`config.mk`:
```
export PLATFORM = sky130hd
export DESIGN_NAME = alu_op_sequencer
export DESIGN_NICKNAME = d
export VERILOG_FILES = /design/src/rtl/alu_op_sequencer.sv
export SDC_FILE = /design/constraint.sdc
export NUM_CORES = 1
export LEC_CHECK = 0
export CORE_MARGIN = 2
export CORE_UTILIZATION = 45
export DETAILED_ROUTE_END_ITERATION = 16
export PLACE_DENSITY = 0.78
export SLEW_MARGIN = 5
export SYNTH_ARGS = -nofsm -noshare
export SYNTH_HDL_FRONTEND = slang
export SYNTH_SLANG_ARGS = --single-unit
```
`constraint.sdc`:
```
create_clock -name clk -period 2.3 [get_ports clk]
set_input_delay 0.46 -clock clk [delete_from_list [all_inputs] [get_ports clk]]
set_output_delay 0.46 -clock clk [all_outputs]
set_load 0.01 [all_outputs]
```
`src/rtl/alu_op_sequencer.sv`:
```
// alu_op_sequencer
//   Control stage in front of alu_unit. Takes one decoded instruction at a
//   time, fetches the memory operand (with an optional indirect-address read),
//   drives alu_code and the AC/DR/E strobes, and walks register-reference
//   microops one per cycle, highest bit first.
//
//   state | meaning
//   ------+---------------------------------------------------------------
//   IDLE  | ready for an instruction; decode happens on accept
//   IND   | indirect-address read outstanding (mem_rd_ind high)
//   RD    | operand read outstanding; dr_ld follows mem_rd_ack
//   EXEC  | one cycle: alu_code for AND/ADD/LDA/INP with ac_ld
//   REG   | serve highest pending microop bit, one per cycle
//   DONE  | done pulse (with illegal if flagged), back to IDLE
//
// Ports
//   clk, rst                      clock, synchronous active-high reset
//   instr_valid/instr_ready       instruction handshake, ir_outdata[15:0]
//   mem_rd_req/mem_rd_ind/ack     memory read handshake
//   dr_ld                         DR load (RD state and ack, combinational)
//   alu_code[3:0], ac_ld          ALU operation and AC load
//   ac_clr, e_clr, ac_inr         CLA / CLE / INC strobes
//   done, illegal                 completion pulse, not-handled flag

module alu_op_sequencer (
    input  logic        clk,
    input  logic        rst,
    input  logic        instr_valid,
    output logic        instr_ready,
    input  logic [15:0] ir_outdata,
    output logic        mem_rd_req,
    output logic        mem_rd_ind,
    input  logic        mem_rd_ack,
    output logic        dr_ld,
    output logic [3:0]  alu_code,
    output logic        ac_ld,
    output logic        ac_clr,
    output logic        e_clr,
    output logic        ac_inr,
    output logic        done,
    output logic        illegal
);

    typedef enum logic [2:0] {
        IDLE = 3'd0,
        IND  = 3'd1,
        RD   = 3'd2,
        EXEC = 3'd3,
        REG  = 3'd4,
        DONE = 3'd5
    } state_t;

    state_t      state;
    logic [2:0]  op_q;
    logic [6:0]  pending;      // [6]=CLA(b11) ... [0]=INC(b5)
    logic        illegal_q;
    logic [6:0]  srv;          // one-hot: microop served this cycle
    logic [6:0]  pending_nxt;

    // skip/halt bits are handled elsewhere
    logic unused_ir;
    assign unused_ir = ^ir_outdata[4:0];

    always_comb begin
        srv = 7'b0000000;
        casez (pending)
            7'b1??????: srv = 7'b1000000;
            7'b01?????: srv = 7'b0100000;
            7'b001????: srv = 7'b0010000;
            7'b0001???: srv = 7'b0001000;
            7'b00001??: srv = 7'b0000100;
            7'b000001?: srv = 7'b0000010;
            7'b0000001: srv = 7'b0000001;
            default:    srv = 7'b0000000;
        endcase
        pending_nxt = pending & ~srv;
    end

    always_ff @(posedge clk) begin
        if (rst) begin
            state     <= IDLE;
            op_q      <= 3'b000;
            pending   <= 7'b0000000;
            illegal_q <= 1'b0;
        end else begin
            unique case (state)
                IDLE: begin
                    if (instr_valid) begin
                        op_q      <= ir_outdata[14:12];
                        illegal_q <= 1'b0;
                        if (ir_outdata[14:12] < 3'd3) begin
                            state <= ir_outdata[15] ? IND : RD;
                        end else if (ir_outdata[15:12] == 4'b0111) begin
                            pending <= ir_outdata[11:5];
                            // no microop bits set: nothing to walk
                            state   <= (|ir_outdata[11:5]) ? REG : DONE;
                        end else if (ir_outdata[15:12] == 4'b1111 && ir_outdata[11]) begin
                            state <= EXEC;
                        end else begin
                            illegal_q <= 1'b1;
                            state     <= DONE;
                        end
                    end
                end
                IND: if (mem_rd_ack) state <= RD;
                RD:  if (mem_rd_ack) state <= EXEC;
                EXEC: state <= DONE;
                REG: begin
                    pending <= pending_nxt;
                    if (pending_nxt == 7'b0000000) state <= DONE;
                end
                DONE: begin
                    illegal_q <= 1'b0;
                    state     <= IDLE;
                end
                default: state <= IDLE;
            endcase
        end
    end

    // Outputs decode registered state only (dr_ld adds the ack); reset
    // forces them all low so it overrides every input in its own cycle.
    always_comb begin
        instr_ready = 1'b0;
        mem_rd_req  = 1'b0;
        mem_rd_ind  = 1'b0;
        dr_ld       = 1'b0;
        alu_code    = 4'b0000;
        ac_ld       = 1'b0;
        ac_clr      = 1'b0;
        e_clr       = 1'b0;
        ac_inr      = 1'b0;
        done        = 1'b0;
        illegal     = 1'b0;
        if (!rst) begin
            unique case (state)
                IDLE: instr_ready = 1'b1;
                IND: begin
                    mem_rd_req = 1'b1;
                    mem_rd_ind = 1'b1;
                end
                RD: begin
                    mem_rd_req = 1'b1;
                    dr_ld      = mem_rd_ack;
                end
                EXEC: begin
                    ac_ld = 1'b1;
                    case (op_q)
                        3'b000:  alu_code = 4'b0001;
                        3'b001:  alu_code = 4'b0010;
                        3'b010:  alu_code = 4'b0011;
                        default: alu_code = 4'b1101;   // INP
                    endcase
                end
                REG: begin
                    unique case (1'b1)
                        srv[6]: ac_clr = 1'b1;
                        srv[5]: e_clr  = 1'b1;
                        srv[4]: begin alu_code = 4'b1001; ac_ld = 1'b1; end
                        srv[3]: alu_code = 4'b1010;   // CME only touches E
                        srv[2]: begin alu_code = 4'b1011; ac_ld = 1'b1; end
                        srv[1]: begin alu_code = 4'b1100; ac_ld = 1'b1; end
                        srv[0]: ac_inr = 1'b1;
                        default: ;
                    endcase
                end
                DONE: begin
                    done    = 1'b1;
                    illegal = illegal_q;
                end
                default: ;
            endcase
        end
    end

endmodule

```
After elaboration in Yosys (flattened, before gate mapping)
Index checks and enable logic that the tools add are counted.
{ "word_totals": {"ram_bits": 0, "latch_bits": 0, "output_inout_bits": 14, "in_bits": 20, "romBits": 0, "n_memories": 0, "word_cells": 89, "ff_bits": 14} }
{ "classes": {"addsub": 0, "mul": 0, "n_bitwise": 2, "reduce_logical": 13, "n_mux": 48, "shifts": 0, "div_mod_pow": 0, "eq_ne": 21, "magnitude_cmp": 1} }
{ "op_table": {"columns": ["operator", "n"], "rows": [
  ["7-bit case mux with 7 select lines", 1],
  ["1-bit two-way mux", 28],
  ["3-bit two-way mux", 7],
  ["7-bit two-way mux", 3],
  ["4-bit case mux with 4 select lines", 1],
  ["3-bit case mux with 5 select lines", 1],
  ["7-bit case mux with 2 select lines", 1],
  ["2-bit != test, second input constant", 6],
  ["4-bit case mux with 3 select lines", 1],
  ["3-bit by 1-bit == test with 1-bit output, second input constant", 3],
  ["3-bit by 2-bit == test with 1-bit output, second input constant", 3],
  ["4-bit case mux with 2 select lines", 1],
  ["4-bit AND reduction", 2],
  ["7-bit AND", 1],
  ["7-bit by 1-bit == test with 1-bit output, second input constant", 1],
  ["7-bit logical NOT", 1],
  ["7-bit inverter", 1],
  ["7-bit OR reduction", 1],
  ["3-bit == test, second input constant", 2],
  ["6-bit by 1-bit == test with 1-bit output, second input constant", 1],
  ["3-bit logical NOT", 2],
  ["5-bit by 1-bit == test with 1-bit output, second input constant", 1],
  ["4-bit by 1-bit == test with 1-bit output, second input constant", 1],
  ["4-bit by 3-bit == test with 1-bit output, second input constant", 1],
  ["11 further kinds", 14]
]} }

Longest topological paths before layout
{ "depth": {"ltp_word": 7, "mapped_depth": 7, "ltp_nobuf": 5} }

Worst setup path before layout
Ideal clock, no wire load.
{ "synth_timing": {"path_type": "in2out", "start": "input port rst", "end": "output port ac_ld", "arrival_ps": 1472, "n_path_buf": 1, "required_ps": 1840, "path_slack_ps": 368, "stages": 6, "path_cell_list": "clkdlybuf4s15_1 > inv_1 > nand2_1 > nor2_1 > nand2_1 > o21ai_0"} }
{ "synth_via": {"elab_chain_len": 1} }
{ "synth_lines": {"columns": ["element", "line_no", "source"], "rows": [
  ["from (decl)", "27", "input logic rst,"],
  ["1-bit two-way mux", "135", "if (!rst) begin"],
  ["to (decl)", "36", "output logic ac_ld,"]
]} }
Every way passes these cells.

Final worst setup path
{ "layout_timing": {"start": "register state[2]", "end": "output port alu_code[1]"} }
{ "layout_via": {"elab_chain_len": 3, "word_cells_on_any_way": 4, "cone_classes": "2 x eq/ne; 2 x mux"} }
{ "layout_lines": {"columns": ["element", "line_no", "source"], "rows": [
  ["from (decl)", "53", "state_t state;"],
  ["from (signal assigned)", "92", "state <= ir_outdata[15] ? IND : RD;"],
  ["from (signal assigned)", "96", "state <= (|ir_outdata[11:5]) ? REG : DONE;"],
  ["3-bit == test or 3-bit by 2-bit == test with 1-bit output (tied branches)", "136", "unique case (state)"],
  ["4-bit case mux with 2 select lines *", "136", null],
  ["4-bit two-way mux *", "135", null],
  ["to (decl)", "35", "output logic [3:0] alu_code,"]
]} }
Mark *: on every way between the ends. The rest lies on a longest branch, timed or not.

==> impl_metrics.tcl <==
set metrics [dict create \
    outcome "finished, final reports clean" \
    min_path_type "flop to flop" \
    portBuffers 28 \
    maxSlewHeadroom_pct 69.5 \
    hold_buffers 0 \
    finalCritPeriodShare_pct 94.7 \
    dieHeight_um 53.0 \
    fill_cells 196 \
    worstHoldStart "illegal_q$_SDFFE_PP0P_" \
    critPathBufInv 2 \
    path_cells "buf_4, or4_1, a22oi_1, dlygate4sd2_1" \
    dp_slack_ps -300 \
    drc 0 \
    grt_pass1_wl_um 5490 \
    h-tree-depth 1 \
    drtIter0Drc 58 \
    diodes 0 \
    fin_area_um2 1530 \
    die_w_um 53.0 \
    period_needed_ps 2180 \
    crit_family "simple AND/OR/NAND/NOR gates" \
    cts.clk_slew.worst_paths_ps 100 \
    die_area_um2 2810 \
    startpoint_type "flop" \
    wire_per_inst_um 15.2 \
    dp_cells 210 \
    ys_ff_latch 14 \
    hold_violations 0 \
    via_per_inst 6.12 \
    rows 17 \
    crit_fanout 9 \
    peakVddDrop_mv 0.669 \
    synth_largest_area_cell "dfxtp_1" \
    syn_area_um2 1080 \
    synthFlopType "dfxtp_1" \
    clk_latency_ps 300 \
    start_util_pct 48.4 \
    slowest_stage "or4_1" \
    io_pins 34 \
    core_um2 2230 \
    drv_cap 0 \
    rsz0062_at_grt "no" \
    crit_start "state[2]$_SDFFE_PP0P_" \
    arrival_ps 1720 \
    fin_cells 215 \
    setup_viol 0 \
    power.leakage_nw 0.667 \
    synth_area_per_cell_um2 7.67 \
    overflow 0 \
    yosys_warnings 0 \
    fin_skew_ps 8.16 \
    yosysSeqAreaShare_pct 25.9 \
    area_growth_pct 41.8 \
    end_kind "primary output" \
    nNetsFinal 208 \
    hpwl_um 2550 \
    post-route-util_pct 68.6 \
    first_global_vias 1260 \
    detail-route-antenna-nets 0 \
    drt-pass1-iter-count 5 \
    gr-usage-all-layers_pct 27.0 \
    postSynth.asyncResetShare_pct 0 \
    synth.distinct_cells 45 \
    antenna_found_initial 0 \
    critPathMaxStageDelay_ps 490 \
    cts_tree "built" \
    crit_type "flop to primary output" \
    gp_congestion 0.890 \
    post-route-worst-setup-slack_ps 123 \
    cp.required_ps 1840 \
    synth_area_leaders "dfxtp_1, nor2_1, a21oi_1, mux2i_1, clkbuf_8" \
    num_vias 1315 \
    totalWireLength_um 3270 \
    clock_sinks 14 \
    cts_buffers 3 \
    worst_pin_slew_ps 454 \
    grt_max_degree 10 \
    clock.fmax_mhz 459 \
    syn_nets 161 \
    layout-drive-gt1-share_pct 23.5 \
    root_buffer "clkbuf_4" \
    cts.path.max_buffers 2 \
    place_area_um2 1480 \
    timing.rr.start "pending[6]$_SDFFE_PP0P_" \
    synthCells 141 \
    drv_slew 0 \
    power_density_nw_per_um2 785 \
    synth_edf_count 0 \
    synth_top_area_share_pct 25.9 \
]
==> cells by family (layout without fill, tap and decap cells) <==
kind of cell              Yosys count  in the layout  share of synthesized area, %
and+or+nand+nor                    59             59                          28.4
AOI/OAI and AO/OA                  44             44                          28.9
buffers and inverters              17             63                          10.5
DFF                                14             14                          25.9
muxes                               5              5                          4.63
xor gates and xnor gates            2              2                          1.62
==> placed cells by master (no fill, tap or decap), types with 2 or more instances in the layout <==
cell	netlist	layout
nor2_1	17	15
clkbuf_4	0	3
o41ai_1	2	2
nand2_1	11	11
and2b_2	2	2
o21ai_0	7	7
a32o_1	3	3
dlymetal6s2s_1	0	2
nor3_1	6	6
dfxtp_2	0	2
buf_4	1	24
a21oi_1	11	11
xnor2_1	2	2
mux2i_1	5	5
nor3b_1	3	2
or4_1	3	3
dlygate4sd2_1	0	8
o22ai_1	3	3
nand3_1	6	5
a2bb2oi_1	3	3
clkdlybuf4s15_1	1	2
nor2_2	0	2
nor4_1	4	4
dfxtp_1	14	12
clkdlybuf4s50_1	0	15
and2_1	2	2
inv_1	7	6
==> area by class of cell <==
| class | count | area (um^2) | area share (%) |
|---|---|---|---|
| Timing Repair Buffer | 52 | 450 | 29.4 |
| Clock buffer | 4 | 36.3 | 2.37 |
| Inverter | 7 | 26.3 | 1.71 |
| Sequential cell | 14 | 283 | 18.4 |
| Multi-Input combinational cell | 110 | 702 | 45.8 |
| Tap cell | 28 | 35.0 | 2.29 |
==> tightest hold or removal path: cells and delay by family (launching register included) <==
family	cells	cell delay (ps)
flops	1	320
mux	1	110
simple gates	1	70
==> layer usage <==
layer / share of wire (%) / wire length [um] / vias to the layer above / global-route usage (%)
li1: - / - / 622 / -
met1: 41 / 1330 / 596 / 31.3
met2: 48 / 1570 / 81 / 46.3
met3: 7.5 / 246 / 16 / 4.24
met4: 3.6 / 119 / 0 / 15.8
met5: 0 / 0 / - / 0
==> synthesized netlist by cell type (2+ instances only) <==
cell type,n
a21oi_1,11
a2bb2oi_1,3
a32o_1,3
and2_1,2
and2b_2,2
buf_2,2
clkbuf_1,2
clkbuf_8,3
dfxtp_1,14
inv_1,7
mux2i_1,5
nand2_1,11
nand3_1,6
nor2_1,17
nor3_1,6
nor3b_1,3
nor4_1,4
o21ai_0,7
o22ai_1,3
o41ai_1,2
or4_1,3
xnor2_1,2
==> path summary, 6_finish.rpt <==
| check | endpoint | slack, ps | cells past startpoint |
|---|---|---|---|
| worst max-delay path | alu_code[1] | 120 | 4 |
| worst min-delay path | illegal_q$_SDFFE_PP0P_ | 530 | 2 |
| worst max register to register | state[1]$_SDFFE_PP0P_ | 520 | 6 |
| worst min register to register | illegal_q$_SDFFE_PP0P_ | 530 | 2 |
==> state kept, by name, summed over array words and instances (netlist names) <==
signal / cells
illegal_q: 1
pending: 7
op_q: 3
state: 3
==> timing repair <==
action	4_1_cts	5_1_grt
cloned	0	0
buffers inserted	1	0
setup endpoints to repair	14	6
gates resized for setup	15	9
pin swaps	1	0
==> power by group <==
group | switching (mW) | internal (mW) | total, mW
clock network | 0.0937 | 0.0967 | 0.190
logic | 0.357 | 0.334 | 0.691
registers | 0.0381 | 0.284 | 0.322
==> stage by stage <==
step           power, mW  hold slack [ps]  TNS (ps)
4_1_cts             1.19              542         0
3_5_place_dp       0.976              527     -2420
2_1_floorplan      0.768              498         0
3_3_place_gp       0.964              511     -2020
6_report            1.20              535         0
5_1_grt             1.28              588         0
Power figures use the tool's default switching activity.
